## src/rtl/comp_sort_ctrl.sv

```systemverilog
// Frame sorter: loads Depth words, bubble-sorts them in place with one shared comparator
// (one compare per cycle, ascending, stable), then streams the sorted frame out.
module comp_sort_ctrl #(
  parameter int unsigned Width = 2,
  parameter int unsigned Depth = 4
) (
  input  logic             clk,
  input  logic             rst,
  input  logic             in_valid_i,
  output logic             in_ready_o,
  input  logic [Width-1:0] in_data_i,
  output logic             out_valid_o,
  input  logic             out_ready_i,
  output logic [Width-1:0] out_data_o,
  output logic             out_last_o,
  output logic             busy_o,
  output logic [7:0]       swap_cnt_o
);

  localparam int unsigned PtrW = $clog2(Depth);
  localparam logic [PtrW-1:0] LastIdx = PtrW'(Depth - 1);
  localparam logic [PtrW-1:0] LastCmp = PtrW'(Depth - 2);

  typedef enum logic [1:0] {StLoad, StSort, StDrain} state_e;

  state_e             state_q, state_d;
  logic [Width-1:0]   mem_q [Depth];
  logic [Width-1:0]   mem_d [Depth];
  logic [PtrW-1:0]    wr_ptr_q, wr_ptr_d;
  logic [PtrW-1:0]    rd_ptr_q, rd_ptr_d;
  logic [PtrW-1:0]    idx_q, idx_d;
  logic [PtrW-1:0]    pass_q, pass_d;
  logic               pass_swap_q, pass_swap_d;
  logic [7:0]         swap_cnt_q, swap_cnt_d;

  logic [Width-1:0]   cmp_a, cmp_b;
  logic [1:0]         cmp_res;
  logic               do_swap;

  // Shared magnitude comparator: 2'b10 for a>b, 2'b01 for a<b, 2'b00 for equal.
  function automatic logic [1:0] cmp_fn(input logic [Width-1:0] a, input logic [Width-1:0] b);
    if (a > b)      return 2'b10;
    else if (a < b) return 2'b01;
    else            return 2'b00;
  endfunction

  assign cmp_a   = mem_q[idx_q];
  assign cmp_b   = mem_q[idx_q + PtrW'(1)];
  assign cmp_res = cmp_fn(cmp_a, cmp_b);
  // Only strictly-greater swaps, so equal words keep their original order.
  assign do_swap = (cmp_res == 2'b10);

  always_comb begin
    state_d     = state_q;
    mem_d       = mem_q;
    wr_ptr_d    = wr_ptr_q;
    rd_ptr_d    = rd_ptr_q;
    idx_d       = idx_q;
    pass_d      = pass_q;
    pass_swap_d = pass_swap_q;
    swap_cnt_d  = swap_cnt_q;
    in_ready_o  = 1'b0;
    out_valid_o = 1'b0;
    out_data_o  = '0;
    out_last_o  = 1'b0;
    busy_o      = 1'b0;

    case (state_q)
      StLoad: begin
        in_ready_o = 1'b1;
        if (in_valid_i) begin
          mem_d[wr_ptr_q] = in_data_i;
          if (wr_ptr_q == '0) swap_cnt_d = '0;
          if (wr_ptr_q == LastIdx) begin
            wr_ptr_d    = '0;
            idx_d       = '0;
            pass_d      = '0;
            pass_swap_d = 1'b0;
            state_d     = StSort;
          end else begin
            wr_ptr_d = wr_ptr_q + PtrW'(1);
          end
        end
      end
      StSort: begin
        busy_o = 1'b1;
        if (do_swap) begin
          mem_d[idx_q]            = cmp_b;
          mem_d[idx_q + PtrW'(1)] = cmp_a;
          if (swap_cnt_q != 8'hff) swap_cnt_d = swap_cnt_q + 8'd1;
        end
        pass_swap_d = pass_swap_q | do_swap;
        if (idx_q == LastCmp) begin
          // Pass done: stop early on a clean pass, or after Depth-1 passes.
          if (!(pass_swap_q || do_swap) || (pass_q == LastCmp)) begin
            rd_ptr_d = '0;
            state_d  = StDrain;
          end else begin
            idx_d       = '0;
            pass_d      = pass_q + PtrW'(1);
            pass_swap_d = 1'b0;
          end
        end else begin
          idx_d = idx_q + PtrW'(1);
        end
      end
      StDrain: begin
        out_valid_o = 1'b1;
        out_data_o  = mem_q[rd_ptr_q];
        out_last_o  = (rd_ptr_q == LastIdx);
        if (out_ready_i) begin
          if (rd_ptr_q == LastIdx) begin
            rd_ptr_d = '0;
            wr_ptr_d = '0;
            state_d  = StLoad;
          end else begin
            rd_ptr_d = rd_ptr_q + PtrW'(1);
          end
        end
      end
      default: state_d = StLoad;
    endcase
  end

  always_ff @(posedge clk) begin
    if (rst) begin
      state_q     <= StLoad;
      wr_ptr_q    <= '0;
      rd_ptr_q    <= '0;
      idx_q       <= '0;
      pass_q      <= '0;
      pass_swap_q <= 1'b0;
      swap_cnt_q  <= '0;
      for (int i = 0; i < Depth; i++) mem_q[i] <= '0;
    end else begin
      state_q     <= state_d;
      wr_ptr_q    <= wr_ptr_d;
      rd_ptr_q    <= rd_ptr_d;
      idx_q       <= idx_d;
      pass_q      <= pass_d;
      pass_swap_q <= pass_swap_d;
      swap_cnt_q  <= swap_cnt_d;
      for (int i = 0; i < Depth; i++) mem_q[i] <= mem_d[i];
    end
  end

  assign swap_cnt_o = swap_cnt_q;

endmodule

```

## config.mk

```make
export PLATFORM = sky130hd
export DESIGN_NAME = comp_sort_ctrl
export DESIGN_NICKNAME = d
export VERILOG_FILES = /design/src/rtl/comp_sort_ctrl.sv
export SDC_FILE = /design/constraint.sdc
export NUM_CORES = 1
export LEC_CHECK = 0
export BUFFER_PORTS_ARGS = -buffer_cell sky130_fd_sc_hd__buf_2
export CAP_MARGIN = 10
export CORE_MARGIN = 3
export CORE_UTILIZATION = 45
export DETAILED_ROUTE_END_ITERATION = 10
export PLACE_DENSITY = 0.62
export SYNTH_ARGS = -nofsm -noshare
export SYNTH_HDL_FRONTEND = slang
export SYNTH_SLANG_ARGS = --single-unit
```

## constraint.sdc

```tcl
create_clock -name clk -period 4.6 [get_ports clk]
set_input_delay 0.69 -clock clk [delete_from_list [all_inputs] [get_ports clk]]
set_output_delay 0.69 -clock clk [all_outputs]
set_load 0.01 [all_outputs]
```

# Word-level counts from Yosys, hierarchy flattened
# Index checks and enable logic that the tools add are counted.
# op_classes
order_cmp	9
reduce_logical	19
muxes	61
bitwise	5
add_sub_neg	5
n_eq_ne	19
# op_table
operator	n
$mux 2	29
$mux 8	6
$pmux 8 s2	2
$bwmux 8	3
$ne 2x2->1 const B	10
$pmux 2 s2	4
$bmux 2 s2	3
$demux 2 s2	3
$eq 2x2->1 const B	6
$ge 3x3->1 const B	4
$not 2->3	4
$reduce_and 4->1	3
$reduce_and 5->1	2
$lt 3x1->1 const B	3
$mux 1	9
$add 2x1->2 const B	4
$add 8x1->8 const B	1
$ne 8x8->1 const B	1
$pmux 2 s3	1
$reduce_and 3->1	2
$reduce_and 6->1	1
$reduce_bool 2->1	3
$logic_not 2->1	2
$logic_and 1x1->1	3
8 further kinds	9
# word_totals
reg_bits	27

# Logic depth before layout (Yosys ltp)
# Gate-level depths: netlist of the first run.
# logic_depth
word_depth	15
ltp_mapped	11

# Worst setup path after synthesis of the first run
# Ideal clock, no wire load.
# synth_path
path_type	reg-to-reg
start	register idx_q[0]
end	register swap_cnt_q[3] (netlist: swap_cnt_o[3])
setup_time_ps	101
path_stages_with_launch	12
path_slack_ps	1921
t_arrival_ps	2578
required_time_ps	4499
period_less_slack_ps	2679
path_buffers	1
cell_sequence	dfxtp_1 -> buf_6 -> inv_1 -> ha_1 -> mux4_2 -> inv_1 -> ha_1 -> and2b_1 -> o311ai_4 -> and2b_4 -> a211o_1 -> o41ai_1
# synth_via
elab_chain_cells	11
elab_cells_between_ends	16
cone_classes	add/sub (1); order compare (2); eq/ne (2); mux (8); bitwise (2); reduce/logical (1)
# synth_lines
item	line_no	rtl
start, declared	31	logic [PtrW-1:0] idx_q, idx_d;
start signal, assigned	139	idx_q <= idx_d;
$add 2x1->2	48	assign cmp_b = mem_q[idx_q + PtrW'(1)];
$not 2->3 (implied by the code)	48	
$bmux 2 s2	48	
$mux 2 (implied by the code) (2 in series)	48	
$lt 2x2->1	43	else if (a < b) return 2'b01;
$mux 1	43	
$mux 2 (*)	42	if (a > b) return 2'b10;
$eq 2x2->1 (*)	51	assign do_swap = (cmp_res == 2'b10);
$ne 2x2->1 (no source line) (*)	--	
$reduce_and 5->1 (no source line) (*)	--	
end signal, assigned	142	swap_cnt_q <= swap_cnt_d;
end, declared	34	logic [7:0] swap_cnt_q, swap_cnt_d;
# Every way passes the cells marked *; elsewhere a longest branch is shown, timed or not. The select of a mux whose other input is x is not followed.
# A chain may end at the register's enable or synchronous reset.

# Worst setup path in the final report of the first run
# Same ends and word-level chain as after synthesis.

==> impl_metrics.tcl, run 1 <==
set metrics [dict create \
    outcome "finished clean" \
    relSlewSlack_pct 54.1 \
    synth_top_family_by_area "simple AND/OR/NAND/NOR gates" \
    critPathTopFamily "compound AO/OA/AOI/OAI gates" \
    grt.busiest_layer "met2" \
    synthToLayoutAreaGrowth_pct 7.62 \
    postCtsSetupRepairBufs 0 \
    fin_nets 255 \
    htreeDepth 1 \
    cts_buffer_depth 2 \
    synth_edf_count 0 \
    die_h_um 70.5 \
    cap_viol_max_count 0 \
    utilization_pct 52.7 \
    irDropWorstVdd_uv 177 \
    layout-drive-gt1-share_pct 14.2 \
    crit_chain "inv_1 -> ha_1 -> mux4_2 -> inv_1 -> ha_1 -> and2b_1 -> o311ai_4 -> and2b_4 -> a211o_1 -> o41ai_1" \
    finalClockSkew_ps 2.99 \
    gp_congestion 0.831 \
    layout_min_cycle_time_ps 3010 \
    ant_nets 0 \
    synthAdderAreaFrac_pct 10.0 \
    report.final.setup_viol 0 \
    design.die.area_mm2 0.00497 \
    ys.warnings.count 0 \
    path_clk_slew_ps 90 \
    synth-xor-area-share_pct 0.935 \
    drt-vias-per-instance 5.75 \
    crit_arrival_ps 3190 \
    hold_buffers 0 \
    cts_resized 0 \
    die_w_um 70.5 \
    worst_slew_pin_slew_ps 689 \
    end_kind "flop" \
    synth_nets 241 \
    fillerInstances 368 \
    wl_mm 4.16 \
    wire_per_inst_um 14.8 \
    grt_pass1_wl_mm 7.11 \
    hp-class "flop to flop" \
    fin_crit_sh_pct 65.4 \
    use_met1_pct 26.1 \
    row_count 22 \
    slew_violations 0 \
    core_area_mm2 0.00383 \
    p_leak_nw 0.751 \
    ys.flop_type "dfxtp_1" \
    worst-path-buf-inv 2 \
    synthSimpleGateAreaFrac_pct 22.5 \
    synth_compound_area_share_pct 20.5 \
    async_flop_share_pct 0 \
    synthMuxAreaShare_pct 11.5 \
    grt_pass1_vias 1456 \
    crit_type "flop to flop" \
    drc 0 \
    drt_pass1_iterations 4 \
    via_count 1615 \
    insertion_delay_ps 270 \
    antenna_found_initial 0 \
    grt_overflow_total 0 \
    pin_count 20 \
    synth_area_mm2 0.00187 \
    grt_setup_unrepaired "no" \
    port_buffers 19 \
    met2_usage_pct 26.4 \
    setup_tns_ps 0 \
    power.density_mw_per_mm2 220 \
    rrSetupSlack_ps 1590 \
    synth_seq_cells 27 \
    cts_buffers 3 \
    numClockSinks 27 \
    multi_input_area_mm2 0.00123 \
    cts_tree "built" \
    diodes 0 \
    path_max_fanout 9 \
    slowest_stage "dfxtp_1" \
    synthCells 220 \
    drtIter0Drc 70 \
    power_w 0.000444 \
    seq_area_frac_synth_pct 28.9 \
    use_met3_pct 3.02 \
    synth_area_per_cell_um2 8.51 \
    grt.total_usage_pct 17.4 \
    grt_max_degree 32 \
    regArea_um2 541 \
    synthDistinctLibCells 49 \
    dpl.hpwl_mm 3.14 \
    start_util_pct 49.0 \
    max_freq_mhz 333 \
    hold_viol_final 0 \
    cp_data_required_time_ps 4780 \
    worst_setup_path_start_kind "flop" \
    clock_tree.root_cell "clkbuf_8" \
    max_stage_delay_ps 570 \
]
[routing by layer]
metal / routed length [um] / vias to the layer above
met5: 0 / -
met1: 2110 / 754
met2: 1860 / 25
li1: - / 832
met3: 165 / 4
met4: 25 / 0
[tightest hold or removal path, delay by kind of cell (launching register included)]
| family | cells | cell delay, ps |
|---|---|---|
| flip-flops | 1 | 340 |
| AO/OA/AOI/OAI | 1 | 50 |
| AND/OR/NAND/NOR | 1 | 60 |
[worst paths after layout]
check,from,endpoint,cells after the start
worst min-delay path,swap_cnt_o[1],swap_cnt_o[1],2
worst min register to register,swap_cnt_o[1],swap_cnt_o[1],2
worst max register to register,idx_q[0],swap_cnt_o[3],10
worst max-delay path,idx_q[0],swap_cnt_o[3],10
[Yosys cell counts, types with 2 or more instances]
master	n	area, um2
a31oi_1	2	12.5
inv_1	13	48.8
nor3_1	4	20.0
nand2b_1	3	18.8
nor2_1	34	128
clkbuf_1	6	22.5
nand3_1	9	45.0
or4_1	2	15.0
nand2_1	14	52.6
dfxtp_1	27	541
mux4_2	6	135
or3_1	2	12.5
a32oi_1	2	17.5
nand4b_1	2	17.5
mux2i_1	8	80.1
o21ai_0	8	40.0
buf_6	2	22.5
nor2b_1	5	31.3
o21ai_1	2	10.0
and2_1	3	18.8
a221oi_1	8	70.1
ha_1	15	188
a21boi_0	2	15.0
a21oi_1	16	80.1
[kinds of logic (layout without fill, tap and decap cells)]
family	Yosys count	after routing
xor gates and xnor gates	2	2
adders and majority gates	15	15
and+or+nand+nor	86	86
muxes	14	14
buffers and inverters	23	36
AOI/OAI and AO/OA	53	53
DFF	27	27
[placed cells by master, fill, tap and decap left out, types with 3 or more instances in the layout]
cell type	instances
nand3_1	9
nor2_1	34
mux2i_1	8
dfxtp_1	27
nand2_1	14
and2_1	3
nand2b_1	3
clkbuf_8	3
mux4_2	6
a21oi_1	16
buf_2	19
nor3_1	4
nor2b_1	5
o21ai_0	8
inv_1	13
a221oi_1	8
ha_1	15
[final cells by class]
cell class | instances | area share, %
Multi-Input combinational cell | 170 | 60.8
Timing Repair Buffer | 19 | 4.72
Clock buffer | 4 | 2.23
Sequential cell | 27 | 26.8
Inverter | 13 | 2.42
Tap cell | 48 | 2.98
[power by group]
group | switching (W) | internal (W) | total [W]
logic | 0.0000382 | 0.0000283 | 0.0000665
clock network | 0.0000728 | 0.0000621 | 0.000135
registers | 0.00000496 | 0.000238 | 0.000243
total | 0.000116 | 0.000328 | 0.000444
[state kept, by name, indices dropped and copies added (netlist names)]
register     count
mem_q            8
swap_cnt_o       8
idx_q            2
pass_q           2
rd_ptr_q         2
state_q          2
wr_ptr_q         2
pass_swap_q      1
[per-stage QoR]
step | setup WS, ps | area [um2] | hold WS (ps) | instances
after floorplan | 1920 | 1870 | 489 | 220
final | 1590 | 2020 | 493 | 281
after CTS | 1590 | 2020 | 502 | 281
after global placement | 1670 | 1970 | 482 | 277
after detailed placement | 1630 | 1970 | 489 | 277
after global routing | 1360 | 2020 | 543 | 281
(Power assumes the default switching activity.)
==> inputs of run 2 (changes only) <==
--- a/config.mk
+++ b/config.mk
@@ -10,7 +10,7 @@
 export CORE_MARGIN = 3
 export CORE_UTILIZATION = 45
 export DETAILED_ROUTE_END_ITERATION = 10
-export PLACE_DENSITY = 0.62
+export PLACE_DENSITY = 0.64
 export SYNTH_ARGS = -nofsm -noshare
 export SYNTH_HDL_FRONTEND = slang
 export SYNTH_SLANG_ARGS = --single-unit
==> constraint.sdc (replaced) <==
create_clock -name clk -period 2.4 [get_ports clk]
set_input_delay 0.36 -clock clk [delete_from_list [all_inputs] [get_ports clk]]
set_output_delay 0.36 -clock clk [all_outputs]
set_load 0.01 [all_outputs]
==> run 2 against run 1 <==
Design area is 15% higher. Sequential share of layout area is 3.2 points lower. Non-clock buffer count is 20 higher. The flow now finishes with violations (setup timing). Critical path depth stayed put. Global-route usage is 1.0 points higher. Clock skew hardly changed. Wire length is 10% higher. Fmax is 20% higher. Critical endpoint unchanged. Cell count is 7.1% higher. Combinational power grew to 3.1 times the previous value. Sequential power is 92% higher. Sequential cell count stayed put.
==> impl_metrics.tcl, run 2 (same netlist as run 1, synthesis figures left out) <==
set metrics [dict create \
    multi_input_area_mm2 0.00136 \
    crit_arrival_ps 2690 \
    layout_commonest_cell "nor2_1" \
    numClockSinks 27 \
    path_clk_slew_ps 90 \
    drtIter0Drc 82 \
    dpl_cell_area_mm2 0.00214 \
    synthToLayoutAreaGrowth_pct 23.6 \
    drc 0 \
    cts_buffer_depth 2 \
    power.density_mw_per_mm2 400 \
    report.final.setup_viol 19 \
    grt_pass1_wl_mm 7.53 \
    dpl.hpwl_mm 3.40 \
    holdWs_ps 372 \
    path_max_fanout 6 \
    timing.rr.end "swap_cnt_o[3]" \
    whs_path_depth 3 \
    end_kind "flop" \
    via_count 1690 \
    violations "setup timing" \
    utilization_pct 60.5 \
    hp-class "primary input to flop" \
    worst_slew_pin_slew_ps 560 \
    die_w_um 70.5 \
    fillerInstances 328 \
    p_leak_nw 0.866 \
    layout-drive-gt1-share_pct 27.7 \
    cap_viol_max_count 0 \
    die_h_um 70.5 \
    grt_pass1_vias 1624 \
    row_count 22 \
    hold_viol_final 0 \
    wl_mm 4.60 \
    port_buffers 19 \
    design.die.area_mm2 0.00497 \
    setup_tns_ps -770 \
    crit_type "flop to flop" \
    fin_crit_sh_pct 105 \
    antenna_found_initial 0 \
    finalClockSkew_ps 3.37 \
    grt_max_degree 32 \
    rrSetupSlack_ps -110 \
    cp_data_required_time_ps 2580 \
    hold_end "rd_ptr_q[1]" \
    gp_congestion 0.900 \
    slew_violations 0 \
    start_util_pct 49.0 \
    drt-vias-per-instance 5.61 \
    core_area_mm2 0.00383 \
    most-common-layout-cells "nor2_1, dfxtp_1, buf_2" \
    regArea_um2 546 \
    diodes 0 \
    worst_setup_path_start_kind "flop" \
    grt_setup_unrepaired "yes" \
    worst_slack_ps -115 \
    relSlewSlack_pct 62.7 \
    layout_min_cycle_time_ps 2510 \
    grt.total_usage_pct 18.4 \
    pin_count 20 \
    wire_per_inst_um 15.3 \
    drt_pass1_iterations 4 \
    htreeDepth 1 \
    fin_nets 275 \
    cts_tree "built" \
    insertion_delay_ps 270 \
    grt_overflow_total 0 \
    clock_tree.root_cell "clkbuf_8" \
    max_freq_mhz 398 \
    ant_nets 0 \
    r2r-start "idx_q[0]" \
    dp_cells 296 \
    worstHoldStart "out_ready_i" \
    rr_worst_depth 10 \
    final_cell_area_mm2 0.00231 \
    irDropWorstVdd_uv 222 \
    instances_no_fill 301 \
    cts_buffers 3 \
    outcome "complete, but fails checks" \
]
run 2: cell count changes in the layout (fill, tap and decap cells not counted), sizes merged:
cell / before / now
buf: 19 / 39
run 2: power breakdown:
group          switching (W)  total (W)  internal [W]  leakage, nW
Combinational       0.000104   0.000204     0.0000995        0.624
Clock               0.000138   0.000256      0.000119       0.0228
Sequential         0.0000105   0.000466      0.000455        0.220
run 2: final cells by class:
cell class              count  area share, %
well taps                  48           2.59
clock buffers               4           1.95
inverters                  13           2.22
repair buffers             39           10.9
flip-flops and latches     27           23.6
multi-input cells         170           58.8
run 2: worst max path at each step:
stage / slack [ps] / to / startpoint
after global placement: -140 / pass_q[0] / idx_q[0]
after detailed placement: -220 / mem_q[0] / idx_q[0]
after floorplan: -190 / swap_cnt_o[3] / idx_q[0]
after global routing: -240 / swap_cnt_o[3] / idx_q[0]
after CTS: -120 / swap_cnt_o[3] / idx_q[0]
final: -110 / swap_cnt_o[3] / idx_q[0]
run 2: repair_timing:
item,CTS,global route
buffers inserted,1,3
hold endpoints to repair,0,0
hold buffers,0,0
pin swaps,4,4
resized for setup,16,5
setup endpoints to repair,19,23
run 2: through the flow:
stage | worst slack (ps) | power, W
final | -115 | 0.000926
after global routing | -239 | 0.000977
after CTS | -116 | 0.000912
after detailed placement | -215 | 0.000629
after global placement | -142 | 0.000628
after floorplan | -185 | 0.000579
run 2: critical path, stage by stage, from the launching register on:
cell,delay (ps)
dfxtp_4,400
inv_4,40
ha_4,260
mux4_2,320
inv_2,90
ha_4,200
and2b_2,220
o311ai_4,300
and2b_4,260
a211o_1,260
o41ai_1,60
run 2: layer usage:
layer | up-vias | part of all wire, % | global-route usage (%)
li1 | 870 | - | -
met1 | 771 | 47 | 23.9
met2 | 45 | 47 | 32.3
met3 | 4 | 4.3 | 2.45
met4 | 0 | 0.87 | 4.26
met5 | - | 0 | 0
==> inputs of run 3 (changes only) <==
--- a/config.mk
+++ b/config.mk
@@ -6,10 +6,10 @@
 export NUM_CORES = 1
 export LEC_CHECK = 0
 export BUFFER_PORTS_ARGS = -buffer_cell sky130_fd_sc_hd__buf_2
-export CAP_MARGIN = 10
 export CORE_MARGIN = 3
 export CORE_UTILIZATION = 45
 export DETAILED_ROUTE_END_ITERATION = 10
+export GPL_ROUTABILITY_DRIVEN = 1
 export PLACE_DENSITY = 0.64
 export SYNTH_ARGS = -nofsm -noshare
 export SYNTH_HDL_FRONTEND = slang
==> constraint.sdc (replaced) <==
create_clock -name clk -period 2.4 [get_ports clk]
set_input_delay 0.12 -clock clk [delete_from_list [all_inputs] [get_ports clk]]
set_output_delay 0.12 -clock clk [all_outputs]
set_load 0.01 [all_outputs]
==> run 3 against run 2 <==
The flow still finishes with violations (setup timing). Fmax increased by 0.60%. Sequential share of layout area increased by 0.10 points. Sequential cell count unchanged. Clock skew increased by 3.1 ps. Setup slack improved by 15 ps. Cell count decreased by 1.0%. Sequential power about the same. Core utilization decreased by 0.26 points. Global-route usage increased by 0.50 points. Power decreased by 1.5%.
==> impl_metrics.tcl, run 3 (same netlist as run 1, synthesis figures left out) <==
set metrics [dict create \
    drt_pass1_iterations 4 \
    cts_tree "built" \
    grt.total_usage_pct 18.9 \
    power.density_mw_per_mm2 396 \
    dpl_cell_area_mm2 0.00214 \
    hp-class "primary input to flop" \
    worst_slack_ps -99.9 \
    gp_congestion 0.919 \
    most-common-layout-cells "nor2_1, dfxtp_1, buf_2" \
    fillerInstances 344 \
    final_cell_area_mm2 0.00230 \
    core_area_mm2 0.00383 \
    port_buffers 19 \
    cp_data_required_time_ps 2590 \
    drt-vias-per-instance 5.78 \
    grt_setup_unrepaired "yes" \
    slowest_stage "dfxtp_4" \
    grt_overflow_total 0 \
    crit_arrival_ps 2690 \
    outcome "complete, but fails checks" \
    design.die.area_mm2 0.00497 \
    htreeDepth 1 \
    hold_viol_final 0 \
    dpl.hpwl_mm 3.47 \
    drc 0 \
    grt_max_degree 32 \
    place_ws_ps -153 \
    max_stage_delay_ps 400 \
    finalClockSkew_ps 6.49 \
    crit_type "flop to flop" \
    die_h_um 70.5 \
    layout_min_cycle_time_ps 2500 \
    ant_nets 0 \
    antenna_found_initial 0 \
    violations "setup timing" \
    clock_tree.root_cell "clkbuf_8" \
    grt_pass1_wl_mm 7.69 \
    start_util_pct 49.0 \
    slew_violations 0 \
    report.final.setup_viol 9 \
    fin_nets 272 \
    cts_buffer_depth 2 \
    wire_per_inst_um 15.5 \
    path_clk_slew_ps 90 \
    regArea_um2 546 \
    via_count 1721 \
    diodes 0 \
    insertion_delay_ps 280 \
    end_kind "flop" \
    cap_viol_max_count 0 \
    die_w_um 70.5 \
    numClockSinks 27 \
    drtIter0Drc 81 \
    layout_commonest_cell "nor2_1" \
    synthToLayoutAreaGrowth_pct 23.0 \
    worst_slew_pin_slew_ps 599 \
    row_count 22 \
    wl_mm 4.63 \
    path_max_fanout 6 \
    multi_input_area_mm2 0.00138 \
    p_leak_nw 0.860 \
    grt_pass1_vias 1602 \
    fin_crit_sh_pct 104 \
    worst_setup_path_start_kind "flop" \
    irDropWorstVdd_uv 296 \
    crit_top_cell "ha_4" \
    crit_chain "inv_4 -> ha_4 -> mux4_2 -> inv_2 -> ha_4 -> and2b_2 -> o311ai_4 -> and2b_4 -> a211o_1 -> o41ai_2" \
    cts_buffers 3 \
    pin_count 20 \
    relSlewSlack_pct 60.1 \
    max_freq_mhz 400 \
    layout-drive-gt1-share_pct 28.8 \
]
-- run 3: changes by cell type in the layout (fill, tap and decap cells not counted), sizes merged --
| cell | delta |
|---|---|
| buf | -3 |
-- run 3: worst paths after layout --
check / startpoint / end / slack [ps] / depth (start not counted)
setup / recovery: idx_q[0] / swap_cnt_o[3] / -100 / 10
hold / removal: out_ready_i / rd_ptr_q[1] / 130 / 3
setup reg to reg: idx_q[0] / swap_cnt_o[3] / -100 / 10
hold reg to reg: swap_cnt_o[1] / swap_cnt_o[1] / 490 / 2
-- run 3: power breakdown --
group          internal [W]  switching, W
Sequential         0.000455     0.0000109
Clock              0.000119      0.000142
Combinational     0.0000857     0.0000987
-- run 3: repair_timing --
item,CTS,global route
pin swaps,1,7
endpoints found under the setup margin,18,24
resized for setup,12,12
buffers inserted,0,1
hold buffers,0,0
-- run 3: metal layers --
layer,vias up,global-route usage [%],part of all wire (%)
met4,0,3.83,0.69
met1,812,24.9,47
met5,-,0,0
li1,867,-,-
met3,4,3.60,4.5
met2,38,32.2,48
-- run 3: critical path: cells and delay by family (launching register included) --
| family | cells | cell delay (ps) |
|---|---|---|
| compound gates | 3 | 630 |
| simple gates | 2 | 490 |
| fa+ha+maj | 2 | 450 |
| flops | 1 | 400 |
| mux | 1 | 310 |
| buf+inv | 2 | 130 |
-- run 3: per-stage QoR --
step                instances  total power, W  TNS, ps  util (%)  hold slack, ps
floorplan                 220        0.000579     -700         -             272
global placement          296        0.000627    -1170      56.0             420
detailed placement        296        0.000629    -1620      56.0             422
CTS                       297        0.000901     -338      58.3             125
global route              298        0.000959    -2120      60.2             147
finish                    298        0.000912     -335      60.2             131
-- run 3: final cells by class --
class	count	share of cell area, %
sequential	27	23.7
timing repair buffer	36	9.83
inverter	13	2.23
tap	48	2.61
multi-input combinational	170	59.7
clock buffer	4	1.95
